File: config.mk
export PLATFORM = sky130hd
export DESIGN_NAME = pia_uart_term
export DESIGN_NICKNAME = d
export VERILOG_FILES = /design/src/rtl/pia_uart_term_pkg.sv /design/src/rtl/term_uart_rx.sv /design/src/rtl/pia_uart_term.sv
export SDC_FILE = /design/constraint.sdc
export NUM_CORES = 1
export LEC_CHECK = 0
export CAP_MARGIN = 20
export CORE_ASPECT_RATIO = 1.4
export CORE_MARGIN = 1.5
export CORE_UTILIZATION = 57
export DETAILED_ROUTE_END_ITERATION = 12
export GPL_TIMING_DRIVEN = 0
export PLACE_DENSITY = 0.79
export SYNTH_ARGS = -nofsm -noshare
export SYNTH_HDL_FRONTEND = slang
export SYNTH_SLANG_ARGS = --single-unit
File: constraint.sdc
create_clock -name clk -period 2.6 [get_ports clk]
set_clock_uncertainty 0.15 [all_clocks]
set_input_delay 0.52 -clock clk [delete_from_list [all_inputs] [get_ports clk]]
set_output_delay 0.52 -clock clk [all_outputs]
set_load 0.01 [all_outputs]
File: src/rtl/pia_uart_term_pkg.sv
// rtl/pia_uart_term_pkg.sv - shared character constants, FSM encodings and case mapping for pia_uart_term
package pia_uart_term_pkg;

    localparam logic [6:0] ASCII_CR    = 7'h0D;
    localparam logic [6:0] ASCII_LF    = 7'h0A;
    localparam logic [7:0] ASCII_LC_LO = 8'h61;
    localparam logic [7:0] ASCII_LC_HI = 8'h7A;
    localparam logic [6:0] ASCII_CASE  = 7'h20;

    typedef enum logic [1:0] {RX_IDLE, RX_START, RX_DATA, RX_STOP} rx_state_t;
    typedef enum logic [1:0] {TX_IDLE, TX_START, TX_DATA, TX_STOP} tx_state_t;

    // The Apple-1 character set has no lowercase, so fold a-z onto A-Z.
    function automatic logic [6:0] to_upper(input logic [7:0] b);
        logic [6:0] c;
        c = b[6:0];
        if (b >= ASCII_LC_LO && b <= ASCII_LC_HI)
            c = b[6:0] - ASCII_CASE;
        return c;
    endfunction

endpackage

File: src/rtl/term_uart_rx.sv
// rtl/term_uart_rx.sv - 8N1 UART receiver with input synchronizer; one-cycle rx_valid per good byte
module term_uart_rx
    import pia_uart_term_pkg::*;
#(
    parameter int CLKS_PER_BIT = 434
) (
    input  logic       clk,
    input  logic       reset,
    input  logic       rxd,
    output logic       rx_valid,
    output logic [7:0] rx_byte
);
    localparam int CW = $clog2(CLKS_PER_BIT);
    localparam logic [CW-1:0] LAST = CW'(CLKS_PER_BIT - 1);
    localparam logic [CW-1:0] HALF = CW'(CLKS_PER_BIT / 2 - 1);

    logic            r_meta, r_line, r_line_d;
    rx_state_t       r_state, w_state_nxt;
    logic [CW-1:0]   r_cnt, w_cnt_nxt;
    logic [2:0]      r_bit, w_bit_nxt;
    logic [7:0]      r_shift, w_shift_nxt;
    logic            w_valid;

    always_ff @(posedge clk) begin
        if (reset) begin
            r_meta   <= 1'b1;
            r_line   <= 1'b1;
            r_line_d <= 1'b1;
            r_state  <= RX_IDLE;
            r_cnt    <= '0;
            r_bit    <= '0;
            r_shift  <= '0;
        end else begin
            r_meta   <= rxd;
            r_line   <= r_meta;
            r_line_d <= r_line;
            r_state  <= w_state_nxt;
            r_cnt    <= w_cnt_nxt;
            r_bit    <= w_bit_nxt;
            r_shift  <= w_shift_nxt;
        end
    end

    always_comb begin
        w_state_nxt = r_state;
        w_cnt_nxt   = r_cnt + CW'(1);
        w_bit_nxt   = r_bit;
        w_shift_nxt = r_shift;
        w_valid     = 1'b0;
        case (r_state)
            RX_IDLE: begin
                w_cnt_nxt = '0;
                if (r_line_d && !r_line)
                    w_state_nxt = RX_START;
            end
            RX_START: begin
                if (r_cnt == HALF) begin
                    w_cnt_nxt   = '0;
                    w_bit_nxt   = '0;
                    w_state_nxt = r_line ? RX_IDLE : RX_DATA;
                end
            end
            RX_DATA: begin
                // Counting restarts at the start-bit midpoint, so each wrap lands mid-bit.
                if (r_cnt == LAST) begin
                    w_cnt_nxt   = '0;
                    w_shift_nxt = {r_line, r_shift[7:1]};
                    w_bit_nxt   = r_bit + 3'd1;
                    if (r_bit == 3'd7)
                        w_state_nxt = RX_STOP;
                end
            end
            RX_STOP: begin
                if (r_cnt == LAST) begin
                    w_cnt_nxt   = '0;
                    w_state_nxt = RX_IDLE;
                    w_valid     = r_line;
                end
            end
            default: w_state_nxt = RX_IDLE;
        endcase
    end

    assign rx_valid = w_valid;
    assign rx_byte  = r_shift;

endmodule

File: src/rtl/pia_uart_term.sv
// rtl/pia_uart_term.sv - UART terminal bridge to the Apple-1 PIA keyboard/display handshakes; TERM_CRLF_EN appends LF after CR
module pia_uart_term
    import pia_uart_term_pkg::*;
#(
    parameter int CLKS_PER_BIT = 434
) (
    input  logic       clk,
    input  logic       reset,
    input  logic       uart_rxd,
    output logic       uart_txd,
    output logic       kbd_rdy,
    input  logic       kbd_ack,
    output logic [6:0] kbd_data,
    input  logic       dsp_rdy,
    output logic       dsp_ack,
    input  logic [6:0] dsp_data
);
    localparam int CW = $clog2(CLKS_PER_BIT);
    localparam logic [CW-1:0] LAST = CW'(CLKS_PER_BIT - 1);

    logic       w_rx_valid;
    logic [7:0] w_rx_byte;

    term_uart_rx #(.CLKS_PER_BIT(CLKS_PER_BIT)) u_rx (
        .clk      (clk),
        .reset    (reset),
        .rxd      (uart_rxd),
        .rx_valid (w_rx_valid),
        .rx_byte  (w_rx_byte)
    );

    logic       r_kbd_rdy, r_kbd_wait;
    logic [6:0] r_kbd_data;

    // Bytes arriving while a character is held or the ack has not yet fallen are dropped.
    always_ff @(posedge clk) begin
        if (reset) begin
            r_kbd_rdy  <= 1'b0;
            r_kbd_wait <= 1'b0;
            r_kbd_data <= '0;
        end else if (r_kbd_rdy) begin
            if (kbd_ack) begin
                r_kbd_rdy  <= 1'b0;
                r_kbd_wait <= 1'b1;
            end
        end else if (r_kbd_wait) begin
            if (!kbd_ack)
                r_kbd_wait <= 1'b0;
        end else if (w_rx_valid) begin
            r_kbd_data <= to_upper(w_rx_byte);
            r_kbd_rdy  <= 1'b1;
        end
    end

    assign kbd_rdy  = r_kbd_rdy;
    assign kbd_data = r_kbd_data;

    tx_state_t     r_tx_state, w_tx_state_nxt;
    logic [CW-1:0] r_tx_cnt, w_tx_cnt_nxt;
    logic [2:0]    r_tx_bit, w_tx_bit_nxt;
    logic [7:0]    r_tx_shift, w_tx_shift_nxt;
    logic          r_txd, w_txd_nxt;
    logic          r_dsp_ack;
    logic          w_lf_pend;
    logic          w_accept;

`ifdef TERM_CRLF_EN
    logic r_lf, w_lf_nxt, r_tx_is_cr;
    assign w_lf_pend = r_lf;

    always_ff @(posedge clk) begin
        if (reset) begin
            r_lf       <= 1'b0;
            r_tx_is_cr <= 1'b0;
        end else begin
            r_lf <= w_lf_nxt;
            if (w_accept)
                r_tx_is_cr <= (dsp_data == ASCII_CR);
        end
    end
`else
    assign w_lf_pend = 1'b0;
`endif

    assign w_accept = (r_tx_state == TX_IDLE) && dsp_rdy && !r_dsp_ack && !w_lf_pend;

    always_ff @(posedge clk) begin
        if (reset) begin
            r_tx_state <= TX_IDLE;
            r_tx_cnt   <= '0;
            r_tx_bit   <= '0;
            r_tx_shift <= '0;
            r_txd      <= 1'b1;
            r_dsp_ack  <= 1'b0;
        end else begin
            r_tx_state <= w_tx_state_nxt;
            r_tx_cnt   <= w_tx_cnt_nxt;
            r_tx_bit   <= w_tx_bit_nxt;
            r_tx_shift <= w_tx_shift_nxt;
            r_txd      <= w_txd_nxt;
            if (w_accept)
                r_dsp_ack <= 1'b1;
            else if (!dsp_rdy)
                r_dsp_ack <= 1'b0;
        end
    end

    always_comb begin
        w_tx_state_nxt = r_tx_state;
        w_tx_cnt_nxt   = r_tx_cnt + CW'(1);
        w_tx_bit_nxt   = r_tx_bit;
        w_tx_shift_nxt = r_tx_shift;
        w_txd_nxt      = r_txd;
`ifdef TERM_CRLF_EN
        w_lf_nxt       = r_lf;
`endif
        case (r_tx_state)
            TX_IDLE: begin
                w_tx_cnt_nxt = '0;
                w_txd_nxt    = 1'b1;
                if (w_accept) begin
                    w_tx_state_nxt = TX_START;
                    w_tx_shift_nxt = {1'b0, dsp_data};
                    w_txd_nxt      = 1'b0;
                end
            end
            TX_START: begin
                if (r_tx_cnt == LAST) begin
                    w_tx_cnt_nxt   = '0;
                    w_tx_bit_nxt   = '0;
                    w_tx_state_nxt = TX_DATA;
                    w_txd_nxt      = r_tx_shift[0];
                end
            end
            TX_DATA: begin
                if (r_tx_cnt == LAST) begin
                    w_tx_cnt_nxt   = '0;
                    w_tx_bit_nxt   = r_tx_bit + 3'd1;
                    w_tx_shift_nxt = {1'b0, r_tx_shift[7:1]};
                    if (r_tx_bit == 3'd7) begin
                        w_tx_state_nxt = TX_STOP;
                        w_txd_nxt      = 1'b1;
                    end else begin
                        w_txd_nxt      = r_tx_shift[1];
                    end
                end
            end
            TX_STOP: begin
                if (r_tx_cnt == LAST) begin
                    w_tx_cnt_nxt   = '0;
                    w_tx_state_nxt = TX_IDLE;
                    w_txd_nxt      = 1'b1;
`ifdef TERM_CRLF_EN
                    // Chain the LF frame straight out of the CR stop bit with no idle gap.
                    if (r_lf) begin
                        w_lf_nxt = 1'b0;
                    end else if (r_tx_is_cr) begin
                        w_lf_nxt       = 1'b1;
                        w_tx_shift_nxt = {1'b0, ASCII_LF};
                        w_tx_state_nxt = TX_START;
                        w_txd_nxt      = 1'b0;
                    end
`endif
                end
            end
            default: w_tx_state_nxt = TX_IDLE;
        endcase
    end

    assign uart_txd = r_txd;
    assign dsp_ack  = r_dsp_ack;

endmodule
Word-level counts from Yosys, hierarchy flattened
Cells that the tools add are included.

cells by class
  mux-type cells = 46
  reductions and logical operators = 21
  equality and inequality tests = 23
  $add $sub $neg = 5
  $lt $le $gt $ge = 2
  bitwise operators = 2

operator list
  kind                                                                                 number
  9-bit 2-to-1 mux                                                                     3
  9-bit one-hot mux with 3 select lines                                                1
  2-bit 2-to-1 mux                                                                     11
  9-bit by 1-bit adder with 9-bit output, second input constant                        2
  9-bit equality test, second input constant                                           2
  9-bit one-hot mux with 2 select lines                                                1
  1-bit 2-to-1 mux                                                                     17
  8-bit 2-to-1 mux                                                                     2
  2-bit one-hot mux with 4 select lines                                                2
  8-bit one-hot mux with 2 select lines                                                1
  3-bit AND reduction                                                                  5
  3-bit 2-to-1 mux                                                                     4
  2-bit by 1-bit != test with 1-bit output, second input constant                      6
  2-bit != test, second input constant                                                 6
  3-bit one-hot mux with 2 select lines                                                2
  5-bit AND reduction                                                                  2
  9-bit by 8-bit equality test with 1-bit output, second input constant                1
  2-bit equality test, second input constant                                           4
  8-bit by 7-bit greater-or-equal comparator with 1-bit output, second input constant  1
  8-bit by 7-bit <= comparator with 1-bit output, second input constant                1
  7-bit 2-to-1 mux                                                                     1
  7-bit by 6-bit subtractor with 7-bit output, second input constant                   1
  3-bit by 1-bit adder with 3-bit output, second input constant                        2
  3-bit equality test, second input constant                                           2
  10 further kinds                                                                     19

word-level totals
  register bits after elaboration = 58
  word-level logic and storage cells = 115
  input port bits = 12

Depth between registers and ports, before layout
  word-level depth = 6
  depth in mapped cells = 7
  mapped depth without buffers = 6

Cells and area by module
From an unflattened synthesis, not the netlist that was laid out.

unflattened totals
  cell total of the unflattened synthesis = 288
  area total of the unflattened synthesis = 2590.0 sq um

modules (own cells, without submodules)
  module         area each (sq um)  sequential area each (sq um)  cells an instance  times used
  pia_uart_term  1497.7             640.6                         174                1
  term_uart_rx   1092.3             500.5                         114                1

Least setup slack after synthesis
No wires, ideal clock.

  kind = register to register
  start point = reg u_rx.r_cnt[0]
  end point = reg u_rx.r_cnt[2]
  library setup time = 0.116 ns
  slack = 0.621 ns
  stages on the path, launching flop included = 7
  arrival = 1.713 ns
  clock period less this slack = 1.979 ns
  path through = dfxtp_1 > ha_1 > or4bb_1 > o21ai_1 > a311o_1 > buf_2 > nor2_1

on the way
  word-level cells in the longest chain between the ends = 3
  elaborated cells on any way between the ends = 6
  those cells by class = 1 x add/sub; 2 x eq/ne; 3 x mux

RTL lines
  item                                                                  RTL line                                                    source
  from (decl)                                                           term_uart_rx.sv:19                                          logic [CW-1:0] r_cnt, w_cnt_nxt;
  from (signal assigned)                                                term_uart_rx.sv:38                                          r_cnt <= w_cnt_nxt;
  9-bit by 1-bit adder with 9-bit output, or another cell as far along  term_uart_rx.sv:46                                          w_cnt_nxt = r_cnt + CW'(1);
  9-bit 2-to-1 mux (on tied branches)                                   term_uart_rx.sv:65, term_uart_rx.sv:74, term_uart_rx.sv:57
  9-bit one-hot mux with 3 select lines *                               term_uart_rx.sv:50                                          case (r_state)

Mark *: on every way between the ends. The rest lies on a longest branch, timed or not.
A chain may end at the register's enable or synchronous reset.

Worst setup path after layout
  start point = reg u_rx.r_cnt[0]
  end point = reg u_rx.r_shift[7], in the netlist u_rx.rx_byte[7]

on the way
  word-level cells in the longest chain between the ends = 2

RTL lines
  item                                  RTL line            source
  9-bit equality test                   term_uart_rx.sv:65  if (r_cnt == LAST) begin
  2-bit AND reduction (no source line)  --
  to (signal assigned)                  term_uart_rx.sv:40  r_shift <= w_shift_nxt;
  to (decl)                             term_uart_rx.sv:21  logic [7:0] r_shift, w_shift_nxt;

No other way between the ends.

==> flow_metrics.env <==
export IMPL_place_ws_ps=190
export IMPL_rows=29
export IMPL_swShare_pct=29.5
export IMPL_crit_path_max_incr_delay_ps=540
export IMPL_crit_type="reg -> reg"
export IMPL_postCtsSetupBuffers=0
export IMPL_crit_buf_inv=0
export IMPL_start_util_pct=59.1
export IMPL_p_leak_uw=0.00127
export IMPL_num_io_pins=22
export IMPL_relSlewSlack_pct=58.4
export IMPL_nets=341
export IMPL_root_buffer="clkbuf_8"
export IMPL_fin_ws_ps=308
export IMPL_cp_end_kind="flip-flop"
export IMPL_syn_inst=280
export IMPL_min_delay_start="u_rx.r_meta"
export IMPL_hold_buffers=0
export IMPL_syn_area_per_cell_sq_um=9.50
export IMPL_critPathTopFamily="simple AND/OR/NAND/NOR gates"
export IMPL_dieArea_sq_mm=0.00509
export IMPL_antenna_cells=0
export IMPL_path_clk_slew_ps=70
export IMPL_grtUsageMet1_pct=26.3
export IMPL_internal_power_uw=1730
export IMPL_crit_required_ps=2650
export IMPL_seqCellArea_sq_mm=0.00114
export IMPL_drt_iter0_drc=81
export IMPL_worstReg2RegStart="u_rx.r_cnt[0]"
export IMPL_timing_fmax_mhz=436
export IMPL_cts_tree="built"
export IMPL_clk_path_buf_depth=2
export IMPL_clock_sinks=57
export IMPL_ff2ff_path_depth=5
export IMPL_multi_input_area_sq_mm=0.00143
export IMPL_min_to="u_rx.r_line"
export IMPL_crit_slowest_cell="nor4bb_1"
export IMPL_grt_pass1_wl_mm=8.51
export IMPL_seqPwrFrac_pct=41.6
export IMPL_rsz0062_at_grt="no"
export IMPL_tightest_slew_ps=624
export IMPL_fin_setup_tns_ps=0
export IMPL_insertion_delay_ps=330
export IMPL_hpwl_mm=3.45
export IMPL_fillers=379
export IMPL_async_reset_ff_share_pct=0
export IMPL_synth_warnings=0
export IMPL_worstSetupStartpointType="flip-flop"
export IMPL_avgViaCountPerCell=5.56
export IMPL_drv_cap=0
export IMPL_syn_nets=310
export IMPL_final_common_cell="dfxtp_1"
export IMPL_finalSetupViolCount=0
export IMPL_ys_flop_type="dfxtp_1"
export IMPL_numCtsBuffers=9
export IMPL_grt_max_degree=11
export IMPL_ys_ff_latch=57
export IMPL_power_combinational_fraction_pct=22.9
export IMPL_synth_edf_count=0
export IMPL_layout_common_cells="57 x dfxtp_1, 37 x nor2_1, 25 x mux2i_1"
export IMPL_drc_errors=0
export IMPL_ant_nets=0
export IMPL_period_needed_ps=2290
export IMPL_finalHoldViolCount=0
export IMPL_drive_gt1_share_pct=7.91
export IMPL_status="complete, no violations"
export IMPL_core_area_sq_mm=0.00450
export IMPL_synth_seq_area_share_pct=42.9
export IMPL_post_cts_resized=0
export IMPL_p_per_area_mw_per_mm2=776
export IMPL_dieHeight_um=83.8
export IMPL_drt_total_wl_mm=4.97
export IMPL_htree_num_levels=3
export IMPL_use_met3_pct=6.98
export IMPL_antenna_found_initial=0
export IMPL_numPortBuffers=20
export IMPL_holdPathStages=1
export IMPL_worstHoldPathType="reg -> reg"
export IMPL_syn_cell_area_sq_mm=0.00266
export IMPL_crit_reg2reg_capture="u_rx.rx_byte[7]"
export IMPL_first_global_vias=1993
export IMPL_fp_dieW_um=60.7
export IMPL_grt_ovfl_total=0
export IMPL_syn2layout_area_growth_pct=18.5
export IMPL_vias=2102
export IMPL_wire_per_inst_um=13.1
export IMPL_grt_use_total_pct=22.1
export IMPL_peakVddDrop_mv=0.497
export IMPL_crit_fanout=8
export IMPL_grt_use_met2_pct=34.5
export IMPL_synth_cell_types=48
export IMPL_place_congestion=0.865
export IMPL_clockPowerShare_pct=35.5
export IMPL_switchingPower_uw=720
export IMPL_finalMaxSlewViolations=0
export IMPL_arrival_ps=2350
export IMPL_reg2reg_slack_ps=310
export IMPL_grt_busiest_layer="met2"
export IMPL_firstDrtPassIters=4
export IMPL_period_share_pct=88.2
export IMPL_crit_path_cell_trace="ha_1, nor4bb_1, nand3_1, mux2i_1, nor2_1"
## Yosys cell counts (all sizes together) (2+ instances only)
cell type | count | area (sq um)
nand2 | 13 | 48.8
ha | 18 | 225
xor2 | 11 | 96.3
xnor2 | 3 | 26.3
and3 | 3 | 18.8
or2 | 3 | 21.3
o21ai | 8 | 43.8
and4 | 2 | 17.5
clkbuf | 6 | 22.5
a311o | 2 | 20.0
dfxtp | 57 | 1140
nand3 | 15 | 75.1
nand4 | 6 | 37.5
inv | 12 | 45.0
buf | 4 | 21.3
nor2 | 37 | 139
or4bb | 2 | 22.5
o21a | 2 | 15.0
nand2b | 3 | 18.8
o22ai | 2 | 12.5
or3 | 3 | 18.8
mux2i | 25 | 250
nor4bb | 2 | 20.0
a311oi | 6 | 52.6
nand4b | 2 | 17.5
a21oi | 16 | 80.1
## kinds of logic (layout without fill, tap and decap cells)
family / count (synthesis) / in the layout / synth area share [%]
xor+xnor: 14 / 14 / 4.61
compound gates: 47 / 47 / 12.1
buf+inv: 22 / 58 / 3.34
mux: 25 / 25 / 9.41
flops: 57 / 57 / 42.9
simple gates: 97 / 97 / 19.2
fa+ha+maj: 18 / 18 / 8.47
## layer usage
| metal | part of all wire [%] | wire length [um] |
|---|---|---|
| met3 | 4.4 | 221 |
| met1 | 43 | 2130 |
| met5 | 0 | 0 |
| met4 | 2.1 | 106 |
| met2 | 50 | 2510 |
## worst max-delay path by stage
stage,cells past startpoint,to,startpoint
2_1_floorplan,6,u_rx.r_cnt[2],u_rx.r_cnt[0]
3_3_place_gp,6,r_tx_shift[3],dsp_rdy
3_5_place_dp,6,r_tx_shift[2],dsp_rdy
4_1_cts,5,u_rx.rx_byte[7],u_rx.r_cnt[0]
5_1_grt,5,u_rx.rx_byte[7],u_rx.r_cnt[0]
6_report,5,u_rx.rx_byte[7],u_rx.r_cnt[0]
## flip-flops by register name (all words and copies together), names as in the netlist, named ones only
signal,cells
r_tx_shift,7
u_rx.rx_byte,8
r_tx_state,2
r_kbd_wait,1
u_rx.r_bit,3
r_tx_cnt,9
r_tx_bit,3
u_rx.r_line_d,1
u_rx.r_state,1
kbd_rdy,1
dsp_ack,1
kbd_data,7
u_rx.r_meta,1
uart_txd,1
u_rx.r_cnt,9
u_rx.r_line,1
## area by class of cell
type	count	share of cell area (%)
inverter	12	1.43
clock buffer	12	5.24
timing repair buffer	20	6.35
tap	62	2.46
buffer	10	1.39
multi-input combinational	201	45.3
sequential	57	36.2
clock inverter	4	1.59
## per-stage QoR
step	cell area (sq um)	std cells	utilization [%]	total power [uW]	hold WS (ps)
finish	3150	378	70.1	2450	258
global route	3150	378	70.1	2590	287
CTS	3150	378	70.1	2460	259
detailed placement	2940	362	65.3	1590	243
global placement	2940	362	65.3	1570	253
floorplan	2660	280	-	1450	239
## power groups by stage
stage               Sequential, uW  Combinational [uW]  Clock, uW
finish                        1020                 560        869
detailed placement            1040                 551          0
floorplan                     1020                 424          0
global placement              1030                 538          0
global route                  1030                 623        935
CTS                           1020                 557        887
No activity file was read; power rests on OpenSTA's default activity.
